File: src/rtl/tahmin_kontrol.sv
// Game controller for the keypad-guess datapath: latches the secret, counts
// right/down presses, evaluates guesses and tracks attempts and win/lose status.
module tahmin_kontrol #(
  parameter int unsigned MAX_HAK = 3,
  parameter int unsigned HAK_W   = 2
) (
  input  logic             clk,
  input  logic             rst_n,
  input  logic             basla,
  input  logic [3:0]       sayi_giris,
  input  logic             sag_btn,
  input  logic             asagi_btn,
  input  logic             onay,
  input  logic             tahmin_dogru,
  output logic [1:0]       sag_adim,
  output logic [1:0]       asagi_adim,
  output logic [3:0]       sayi,
  output logic [HAK_W-1:0] kalan_hak,
  output logic [HAK_W-1:0] deneme,
  output logic             oyun_aktif,
  output logic             kazandi,
  output logic             kaybetti
);

  localparam logic [HAK_W-1:0] MaxHak = HAK_W'(MAX_HAK);
  localparam logic [HAK_W-1:0] Bir    = HAK_W'(1);

  typedef enum logic [2:0] {
    StBosta,
    StGiris,
    StKontrol,
    StKazandi,
    StKaybetti
  } state_e;

  state_e state_q;

  always_ff @(posedge clk or negedge rst_n) begin
    if (!rst_n) begin
      state_q    <= StBosta;
      sag_adim   <= 2'd0;
      asagi_adim <= 2'd0;
      sayi       <= 4'd0;
      kalan_hak  <= '0;
      deneme     <= '0;
    end else begin
      case (state_q)
        StBosta, StKazandi, StKaybetti: begin
          if (basla) begin
            sayi       <= sayi_giris;
            kalan_hak  <= MaxHak;
            deneme     <= '0;
            sag_adim   <= 2'd0;
            asagi_adim <= 2'd0;
            state_q    <= StGiris;
          end
        end
        StGiris: begin
          // Confirm wins over any step press in the same cycle.
          if (onay) begin
            state_q <= StKontrol;
          end else begin
            if (sag_btn && (sag_adim != 2'd3)) sag_adim <= sag_adim + 2'd1;
            if (asagi_btn && (asagi_adim != 2'd3)) asagi_adim <= asagi_adim + 2'd1;
          end
        end
        StKontrol: begin
          deneme <= deneme + Bir;
          if (tahmin_dogru) begin
            state_q <= StKazandi;
          end else begin
            kalan_hak <= kalan_hak - Bir;
            if (kalan_hak == Bir) begin
              state_q <= StKaybetti;
            end else begin
              sag_adim   <= 2'd0;
              asagi_adim <= 2'd0;
              state_q    <= StGiris;
            end
          end
        end
        default: state_q <= StBosta;
      endcase
    end
  end

  assign oyun_aktif = (state_q == StGiris) || (state_q == StKontrol);
  assign kazandi    = (state_q == StKazandi);
  assign kaybetti   = (state_q == StKaybetti);

endmodule
File: config.mk
export PLATFORM = sky130hd
export DESIGN_NAME = tahmin_kontrol
export DESIGN_NICKNAME = d
export VERILOG_FILES = /design/src/rtl/tahmin_kontrol.sv
export SDC_FILE = /design/constraint.sdc
export NUM_CORES = 1
export LEC_CHECK = 0
export CAP_MARGIN = 25
export CORE_MARGIN = 2
export CORE_UTILIZATION = 40
export CTS_CLUSTER_DIAMETER = 50
export DETAILED_ROUTE_END_ITERATION = 10
export DONT_BUFFER_PORTS = 1
export HOLD_SLACK_MARGIN = 0.03
export SKIP_LAST_GASP = 1
export SLEW_MARGIN = 25
export SYNTH_ARGS = -nofsm -noshare
export SYNTH_HDL_FRONTEND = slang
export SYNTH_SLANG_ARGS = --single-unit
File: constraint.sdc
create_clock -name clk -period 2.1 [get_ports clk]
set_clock_uncertainty 0.2 [all_clocks]
set_input_delay 0.21 -clock clk [delete_from_list [all_inputs] [get_ports clk]]
set_output_delay 0.21 -clock clk [all_outputs]
set_load 0.03 [all_outputs]
# Word-level counts from Yosys, hierarchy flattened
# Index checks and enable logic that the tools add are counted.
# totals
input_bits,11
out_inout_bits,15
register_bits,15
# op_classes
n_mux,18
reduce_logical,13
n_eq_ne,14
addsub,4
# op_table
operator,count
two-way mux 2 bit,9
!= test 2 bit (second input constant),9
two-way mux 3 bit,4
case mux 2 bit (3 select lines),2
AND reduction 6 bit,2
case mux 3 bit (3 select lines),1
case mux 2 bit (2 select lines),2
adder 2 x 1 -> 2 bit (second input constant),3
== test 3 x 2 -> 1 bit (second input constant),2
AND reduction 2 bit,3
== test 3 x 1 -> 1 bit (second input constant),1
== test 3 bit (second input constant),1
zero test 3 bit,1
AND reduction 3 bit,1
nonzero test 3 bit,1
OR reduction 3 bit,1
== test 2 x 1 -> 1 bit (second input constant),1
logical AND 1 bit,2
nonzero test 2 bit,1
subtractor 2 x 1 -> 2 bit (second input constant),1
logical OR 1 bit,1

# Depth between registers and ports, before layout
# logic_depth
depth_word,5
depth_mapped,6
depth_no_buf,6

# Worst setup path before layout
# OpenSTA, ideal clock, no wires.
# synth_timing
path_kind,register to register
from,register kalan_hak[1]
to,register asagi_adim[0]
stages_incl_launch_ff,7
period_less_slack_ns,1.924
setup_slack_ns,0.176
t_required_ns,1.775
t_arrival_ns,1.599
path_cell_list,dfrtp_1 inv_1 ha_1 or3_1 o311ai_4 nand3_2 mux2_4
# synth_via
elab_chain_cells,3
# synth_rtl
element,line_no,text
from (decl),18,"output logic [HAK_W-1:0] kalan_hak,"
from (signal assigned),51,kalan_hak <= MaxHak;
from (signal assigned),72,kalan_hak <= kalan_hak - Bir;
== test 2 x 1 -> 1 bit,73,if (kalan_hak == Bir) begin
!= test 2 bit (no source line),-,
AND reduction 6 bit (no source line),-,
to (signal assigned),64,if (asagi_btn && (asagi_adim != 2'd3)) asagi_adim <= asagi_adim + 2'd1;
to (decl),16,"output logic [1:0] asagi_adim,"
# No other way between the ends.
# A chain may end at the register's enable or synchronous reset.

# Worst setup path after layout
# layout_timing
from,register state_q[2]
to,register kalan_hak[1]
# layout_via
elab_chain_cells,4
# layout_rtl
element,line_no,text
from (decl),36,state_e state_q;
from (signal assigned),40,state_q <= StBosta;
from (signal assigned),55,state_q <= StGiris;
from (signal assigned),61,state_q <= StKontrol;
== test 3 x 2 -> 1 bit (tied with other cells),47,case (state_q)
OR reduction 3 bit,47,
!= test 2 bit (no source line) / nonzero test 2 bit (equally long branches),-,
AND reduction 3 bit (no source line),-,
# Several ways; a longest one is shown, not always the timed one.

==> flow_metrics.tcl <==
set metrics [dict create \
    finalSetupViolations 0 \
    status "finished, final reports clean" \
    cts.reportedPaths.clkPinSlew_ps 100 \
    grt_start_max_net_pins 16 \
    final.min_clock_period_ps 1980 \
    io_pins 26 \
    drc 0 \
    track_usage_pct 16.0 \
    cts.sinks 15 \
    routedWlPerCell_microns 14.1 \
    cp_max_fo 14 \
    ir_drop_uv 805 \
    ys_seq_area_share_pct 43.0 \
    worst-path-stages 5 \
    postCtsSetupBuffers 0 \
    drtIter0Drc 20 \
    start_util_pct 43.6 \
    holdPathStages 5 \
    yosys_register_bits 15 \
    die_h_microns 50.7 \
    final_cell_mix "dfrtp_1 (14), dlygate4sd3_1 (10), nor2_1 (9)" \
    path_cells "buf_4, nor2_1, nand2_1, o31a_1, dlygate4sd3_1" \
    drive_gt1_share_pct 27.2 \
    crit_type "flip-flop to flip-flop" \
    ff2ff_path_depth 5 \
    port_buffers 0 \
    cp_data_arrival_time_ps 1950 \
    slowest_stage "dlygate4sd3_1" \
    rows 16 \
    vias_per_cell 5.38 \
    required_ps 2070 \
    cts_buffers 3 \
    cts-root-buf "clkbuf_4" \
    fin_nets 118 \
    synthCells 85 \
    ant_nets 0 \
    hold_path_class "primary input to flip-flop" \
    slew_viol_final 0 \
    period_share_pct 94.1 \
    clk_latency_ps 290 \
    grt_pass1_wl_microns 3080 \
    area_growth_pct 22.4 \
    via_count 699 \
    place_congestion 0.802 \
    crit_path_start_kind "flip-flop" \
    rsz0062_at_grt "no" \
    drv_cap 0 \
    grt-ovfl-total 0 \
    fp.dieW_microns 50.7 \
    worstMarginPinSlew_ps 703 \
    clk_path_buf_depth 2 \
    p_leak_uw 0.000479 \
    relSlewSlack_pct 53.0 \
    synth.avg_cell_area_sq_um 10.3 \
    fp.dieArea_sq_um 2570 \
    crit_path_end_kind "flip-flop" \
    antenna_cells 0 \
    cts_tree "yes" \
    clock.fmax_mhz 506 \
    synthesis.nets 99 \
    syn_area_sq_um 872 \
    yosys.cell_types.count 31 \
    final_common_cell "dfrtp_1" \
    power_density_nw_per_um2 1530 \
    hpwl_microns 1290 \
    postLayoutCoreUtil_pct 53.3 \
    crit_family "buffers and inverters" \
    grt_pass1_vias 703 \
    antenna_found_initial 0 \
    routed_wl_microns 1830 \
    slowest_delay_ps 550 \
    setup_tns_ps 0 \
    htreeDepth 1 \
    finalHoldViolCount 0 \
    cp.buffers_inverters 2 \
    ys_warn_count 0 \
    first_pass_iters 4 \
    coreArea_sq_um 2000 \
    fill_cells 179 \
]
==> cell type report <==
| type | instances | area [sq um] | area share [%] |
|---|---|---|---|
| inverter | 6 | 22.5 | 2.11 |
| clock buffer | 3 | 22.5 | 2.11 |
| multi-input combinational | 61 | 454 | 42.6 |
| tap | 27 | 33.8 | 3.17 |
| clock inverter | 1 | 5.00 | 0.469 |
| sequential | 15 | 377 | 35.3 |
| timing repair buffer | 17 | 153 | 14.3 |
==> routing by layer <==
metal  share of wire, %  GRT usage (%)  vias to the layer above
met3                5.3           4.76                        6
met2                 46           25.0                       24
li1                   -              -                      341
met5                  0              0                        -
met1                 46           20.7                      328
met4                2.1           6.76                        0
==> worst min-delay path: cells and delay by family <==
family | cells | cell delay [ps]
AOI/OAI and AO/OA | 2 | 150
and+or+nand+nor | 3 | 140
==> worst paths after layout <==
check	from	end	slack (ps)
worst max-delay path	state_q[2]	kalan_hak[1]	120
worst min-delay path	basla	deneme[1]	50
worst max register to register	state_q[2]	kalan_hak[1]	120
max in group asynchronous	rst_n	state_q[1]	1010
min in group asynchronous	rst_n	sag_adim[1]	190
worst min register to register	state_q[0]	state_q[2]	390
==> cell usage after synthesis <==
master      n  area [sq um]
a22oi_1     2          15.0
o31a_1      1          8.76
nand2b_4    1          13.8
or2b_2      1          8.76
nor2_1      9          33.8
nor3_4      1          16.3
mux2_2      4          45.0
o21ai_2     2          17.5
o21ai_0     7          35.0
a22o_1      2          17.5
nand2b_1    1          6.26
inv_1       4          15.0
a21oi_1     4          20.0
or2_0       1          6.26
nand2_1     8          30.0
nor4_1      2          12.5
dfrtp_1    15           375
a32oi_1     1          8.76
mux2i_1     1          10.0
a31oi_1     1          6.26
a2bb2oi_1   1          8.76
o311ai_4    1          26.3
a21boi_0    1          7.51
buf_4       2          15.0
ha_1        3          37.5
mux2_4      2          30.0
nand3_2     2          20.0
inv_2       2          7.51
or3_1       1          6.26
buf_2       1          5.00
and2_1      1          6.26
==> power by group <==
group          internal, uW  switching [uW]
combinational           361             400
sequential              408             286
clock                  70.8             103
==> metrics by stage <==
step           hold WS, ps  area [sq um]  setup WS (ps)  cells  power (uW)
2_1_floorplan         -286           872            176     85        1270
3_3_place_gp          -285           938            329    116        1420
3_5_place_dp          -285           938            279    116        1430
4_1_cts               31.4          1070           47.9    130        1640
5_1_grt               39.5          1070           6.98    130        1740
6_report              47.6          1070            124    130        1630
==> flip-flops by register name (all words and copies together) (netlist names) <==
signal,cells
sag_adim,2
asagi_adim,2
deneme,2
sayi,4
kalan_hak,2
state_q,3
==> timing repair <==
action,CTS,global route
endpoints found under the hold margin,26,0
endpoints found under the setup margin,0,1
hold buffers,10,0
resized for setup,0,1
==> logic make-up (layout without fill, tap and decap cells) <==
logic type	count (synthesis)	after routing	synth area share (%)
buffers and inverters	9	27	4.88
AND/OR/NAND/NOR	28	28	18.4
flip-flops	15	15	43.0
adder cells (fa/ha/maj)	3	3	4.30
AO/OA/AOI/OAI	23	23	19.7
multiplexers	7	7	9.76
No activity file was read; power rests on OpenSTA's default activity.
